## src/rtl/riscv_clint_timer.sv

```systemverilog
// CLINT-lite: memory-mapped 64-bit mtime/mtimecmp timer and msip software interrupt
// on the core's data bus, answering each hit with a single-cycle acknowledge.
module riscv_clint_timer #(
   parameter logic [31:0] BASE_ADDR = 32'hF000_0000,
   parameter int unsigned PRESCALE  = 50
) (
   input  logic        clk,
   input  logic        rst,
   input  logic [31:0] data_addr,
   input  logic [31:0] data_wr_data,
   input  logic [3:0]  data_mask,
   input  logic        data_wr_en,
   input  logic        data_req,
   output logic        data_ack,
   output logic [31:0] data_rd_data,
   output logic        software_interrupt,
   output logic        timer_interrupt
);

   typedef enum logic {
      IDLE,
      RESP
   } state_t;

   localparam logic [15:0] PRESCALE_MAX = 16'(PRESCALE - 1);

   state_t      state;
   logic [15:0] prescaler;
   logic [63:0] mtime;
   logic [63:0] mtimecmp;
   logic        msip;

   logic        tick;
   logic        hit;
   logic        wr_hit;
   logic [2:0]  reg_sel;
   logic [63:0] mtime_inc;
   logic [63:0] mtime_next;
   logic [63:0] mtimecmp_next;
   logic [31:0] rd_mux;
   logic        unused_addr_lsbs;

   assign unused_addr_lsbs = ^data_addr[1:0];

   assign tick      = (prescaler == PRESCALE_MAX);
   assign reg_sel   = data_addr[4:2];
   assign hit       = data_req && (state == IDLE) && (data_addr[31:5] == BASE_ADDR[31:5]);
   assign wr_hit    = hit && data_wr_en;
   assign mtime_inc = tick ? (mtime + 64'd1) : mtime;

   assign software_interrupt = msip;

   function automatic logic [31:0] merge_bytes(
      input logic [31:0] old_val,
      input logic [31:0] new_val,
      input logic [3:0]  mask
   );
      logic [31:0] res;
      for (int i = 0; i < 4; i++) begin
         res[8*i +: 8] = mask[i] ? new_val[8*i +: 8] : old_val[8*i +: 8];
      end
      return res;
   endfunction

   // Written bytes override the tick; everything else of mtime still advances.
   always_comb begin
      mtime_next    = mtime_inc;
      mtimecmp_next = mtimecmp;
      if (wr_hit) begin
         case (reg_sel)
            3'd2: mtimecmp_next[31:0]  = merge_bytes(mtimecmp[31:0], data_wr_data, data_mask);
            3'd3: mtimecmp_next[63:32] = merge_bytes(mtimecmp[63:32], data_wr_data, data_mask);
            3'd4: mtime_next[31:0]     = merge_bytes(mtime_inc[31:0], data_wr_data, data_mask);
            3'd5: mtime_next[63:32]    = merge_bytes(mtime_inc[63:32], data_wr_data, data_mask);
            default: ;
         endcase
      end
   end

   always_comb begin
      rd_mux = '0;
      case (reg_sel)
         3'd0: rd_mux = {31'd0, msip};
         3'd2: rd_mux = mtimecmp[31:0];
         3'd3: rd_mux = mtimecmp[63:32];
         3'd4: rd_mux = mtime[31:0];
         3'd5: rd_mux = mtime[63:32];
         default: rd_mux = '0;
      endcase
   end

   always_ff @(posedge clk) begin
      if (rst) begin
         prescaler       <= '0;
         mtime           <= '0;
         mtimecmp        <= '1;
         msip            <= 1'b0;
         timer_interrupt <= 1'b0;
      end else begin
         prescaler       <= tick ? 16'd0 : (prescaler + 16'd1);
         mtime           <= mtime_next;
         mtimecmp        <= mtimecmp_next;
         timer_interrupt <= (mtime >= mtimecmp);
         if (wr_hit && (reg_sel == 3'd0) && data_mask[0]) begin
            msip <= data_wr_data[0];
         end
      end
   end

   // Bus handshake: RESP never samples data_req, so a held request is re-taken a cycle later.
   always_ff @(posedge clk) begin
      if (rst) begin
         state        <= IDLE;
         data_ack     <= 1'b0;
         data_rd_data <= '0;
      end else begin
         case (state)
            IDLE: begin
               if (hit) begin
                  state        <= RESP;
                  data_ack     <= 1'b1;
                  data_rd_data <= data_wr_en ? 32'd0 : rd_mux;
               end
            end
            RESP: begin
               state        <= IDLE;
               data_ack     <= 1'b0;
               data_rd_data <= '0;
            end
            default: begin
               state        <= IDLE;
               data_ack     <= 1'b0;
               data_rd_data <= '0;
            end
         endcase
      end
   end

endmodule

```

## config.mk

```make
export PLATFORM = sky130hd
export DESIGN_NAME = riscv_clint_timer
export DESIGN_NICKNAME = d
export VERILOG_FILES = /design/src/rtl/riscv_clint_timer.sv
export SDC_FILE = /design/constraint.sdc
export NUM_CORES = 1
export LEC_CHECK = 0
export ABC_AREA = 0
export CORE_AREA = 8 8 163 165
export DETAILED_ROUTE_END_ITERATION = 16
export DIE_AREA = 0 0 171 173
export GPL_TIMING_DRIVEN = 0
export PLACE_DENSITY_LB_ADDON = 0.12
export SYNTH_ARGS = -nofsm -noshare
export SYNTH_HDL_FRONTEND = slang
export SYNTH_SLANG_ARGS = --single-unit
```

## constraint.sdc

```tcl
create_clock -name clk -period 5.1 [get_ports clk]
set_input_delay 1.02 -clock clk [delete_from_list [all_inputs] [get_ports clk]]
set_output_delay 1.02 -clock clk [all_outputs]
set_load 0.05 [all_outputs]
```

==> results.md <==
- First DRT Iteration DRCs: 784
- PortBufs: 102
- Slew HR: 11.5%
- HP Class: reg2reg
- Slew at the pin closest to its max-slew limit: 1320 ps
- I/O pin count: 107
- Starting density of the core: 43.3%
- Routed wire per std cell: 21.1 um
- Avg Inst Size Synth: 8.27 sq um
- Setup TNS: 0 ps
- Post-synth EDFFs: 0
- Maximum fanout along the worst path: 10
- Dpl hpwl: 27100 um
- Seq/Total Area, Yosys: 34.7%
- H-tree depth: 4
- Synthesized instance count: 1254
- Final period util: 79.2%
- Worst skew pair latency: 430 ps
- Synth Flop Type: dfxtp_1
- Post-synthesis cell area: 10400 sq um
- Largest net degree at the start of global routing: 17
- Die footprint: 29600 sq um
- RD Place Congestion: 0.907
- PD cells: 234 nW/um^2
- Finish-stage setup viols: 0
- GRT Total Usage: 24.1%
- CTS tree: built
- Critical path class: in2reg
- Antenna diodes: 0
- Share of the synthesized area in the top cell type: 34.7%
- Async SR Flop Fraction: 0%
- WP data required: 5430 ps
- TritonCTS buffer count: 17
- Clock sinks: 180
- Synth top area cells: dfxtp_1 (35%), ha_1 (8.1%), nor2_1 (6.4%), a211o_1 (5.4%), xnor2_1 (4.1%)
- Clock buffer depth: 2
- Syn_nets: 1393
- Vias/cell: 5.76
- Status: finished, final reports clean
- Cell with the most instances after synthesis: dfxtp_1
- FF-to-FF setup slack: 2030 ps
- Worst EP arrival: 4370 ps
- Vias: 9863
- Tot Pwr: 0.00290 W
- Final hold viol count: 0
- Maximum clock frequency: 248 MHz
- Remaining antenna violation count: 0
- Peak supply drop: 0.175 mV
- Drt drc: 0
- Routed WL: 36100 um
- YS warnings: 0
- # rows: 57
- Final worst clock skew: 12.8 ps
- DRT Pass-1 Iters: 7
- Leakage: 4.94 nW
- Clock Pin Slew Worst Setup and Hold Paths: 70 ps
- RSZ-0062 raised after global routing: no
- Most frequent cells after synthesis: dfxtp_1 (180), nor2_1 (176), nand2_1 (89)
- Hold Buf Count CTS: 0
- Share of cells above drive strength 1: 5.26%
- CP Capture Type: flip-flop
- Initial antenna violation count: 0
- Core ar.: 24000 sq um
- Remaining Overflow, GRT: 0
- Setup bufs post-CTS: 0
- Max Cap Viol: 0
- Area Growth Syn to Fin: 19.2%
- CTS-repair resized insts: 0
- Tmin final: 4040 ps
- Die Y: 173 um
- Synth area leader: dfxtp_1
- # nets final: 1514
- Crit start category: primary input
- Vias in the first global route: 9620
- FILL cells: 2419
- Max Transition Viols Final: 0
- Root buffer cell: clkbuf_16
- Pre-CTS WS: 779 ps
- Setup ws final: 1060 ps
- Seq cells post-synth: 180
- Die X: 171 um
- First-pass GRT wire length: 55200 um
- Count of cell types in the netlist: 55
[power by group]
group          leakage [nW]  total (W)  internal [W]  switching, W
Combinational          3.23   0.000204     0.0000801      0.000124
Clock                 0.263    0.00129      0.000711      0.000574
Sequential             1.45    0.00141       0.00141    0.00000170
[path summary, 6_finish.rpt]
check	start	end	cells past startpoint
worst max-delay path	data_addr[4]	mtime[0]	7
worst min-delay path	data_ack	data_ack	2
worst max register to register	prescaler[0]	mtime[30]	8
worst min register to register	data_ack	data_ack	2
[cells by family after synthesis]
family	Yosys count	share of synthesized area [%]
compound gates	273	18.6
xor+xnor	77	6.50
fa+ha+maj	67	8.08
buf+inv	156	6.08
flops	180	34.7
mux	37	3.57
simple gates	464	22.4
[cell type report]
class | count | area, sq um | area share [%]
sequential | 180 | 3600 | 29.1
clock inverter | 7 | 75.1 | 0.607
tap | 324 | 405 | 3.28
buffer | 82 | 353 | 2.85
multi-input combinational | 918 | 6150 | 49.7
timing repair buffer | 102 | 1020 | 8.26
clock buffer | 24 | 482 | 3.90
inverter | 74 | 278 | 2.25
[critical path: stages]
cell and delay, ps:
clkdlybuf4s50_1 610, nand2b_1 90, clkbuf_1 310, nor2_1 1090
nand3_1 570, clkbuf_1 390, a211oi_1 270
[stage by stage]
stage	instance area, sq um	cells	utilization, %	hold slack [ps]
global placement	11800	1680	49.2	462
CTS	12400	1711	51.6	472
global route	12400	1711	51.6	504
floorplan	10400	1254	-	445
finish	12400	1711	51.6	473
detailed placement	11800	1680	49.3	461
[metal layers]
metal	GRT usage (%)	up-vias	share of wire [%]	wire [um]
met5	0	-	0	0
met3	4.12	71	6.1	2200
met1	31.0	4708	44	15900
li1	-	4762	-	-
met2	39.4	322	46	16700
met4	9.64	0	3.5	1250
[layout by cell type (no fill, tap or decap), types with 6 or more instances in the layout]
cell type	n
ha_1	67
nand2_1	89
nor4_1	22
inv_1	74
buf_2	26
a211o_1	64
o22ai_1	17
nand2b_1	6
clkdlybuf4s50_1	102
mux2i_1	37
nor4_2	7
clkbuf_16	17
a22oi_1	53
and2_1	6
xor2_1	29
dfxtp_1	180
a21oi_1	35
a211oi_1	37
nand4_1	31
and4_1	17
o21ai_0	33
clkbuf_1	54
nor2_1	176
xnor2_1	48
nor4b_1	6
nand3_1	38
nor3_1	26
and3_1	15
a221oi_1	10
o21ai_1	12
[state kept, by name (all words and copies together) (netlist names)]
register            count
mtimecmp               64
software_interrupt      1
prescaler              16
state                   1
data_rd_data           32
mtime                  64
timer_interrupt         1
data_ack                1
Note: power is estimated with default switching activity, not from simulation.
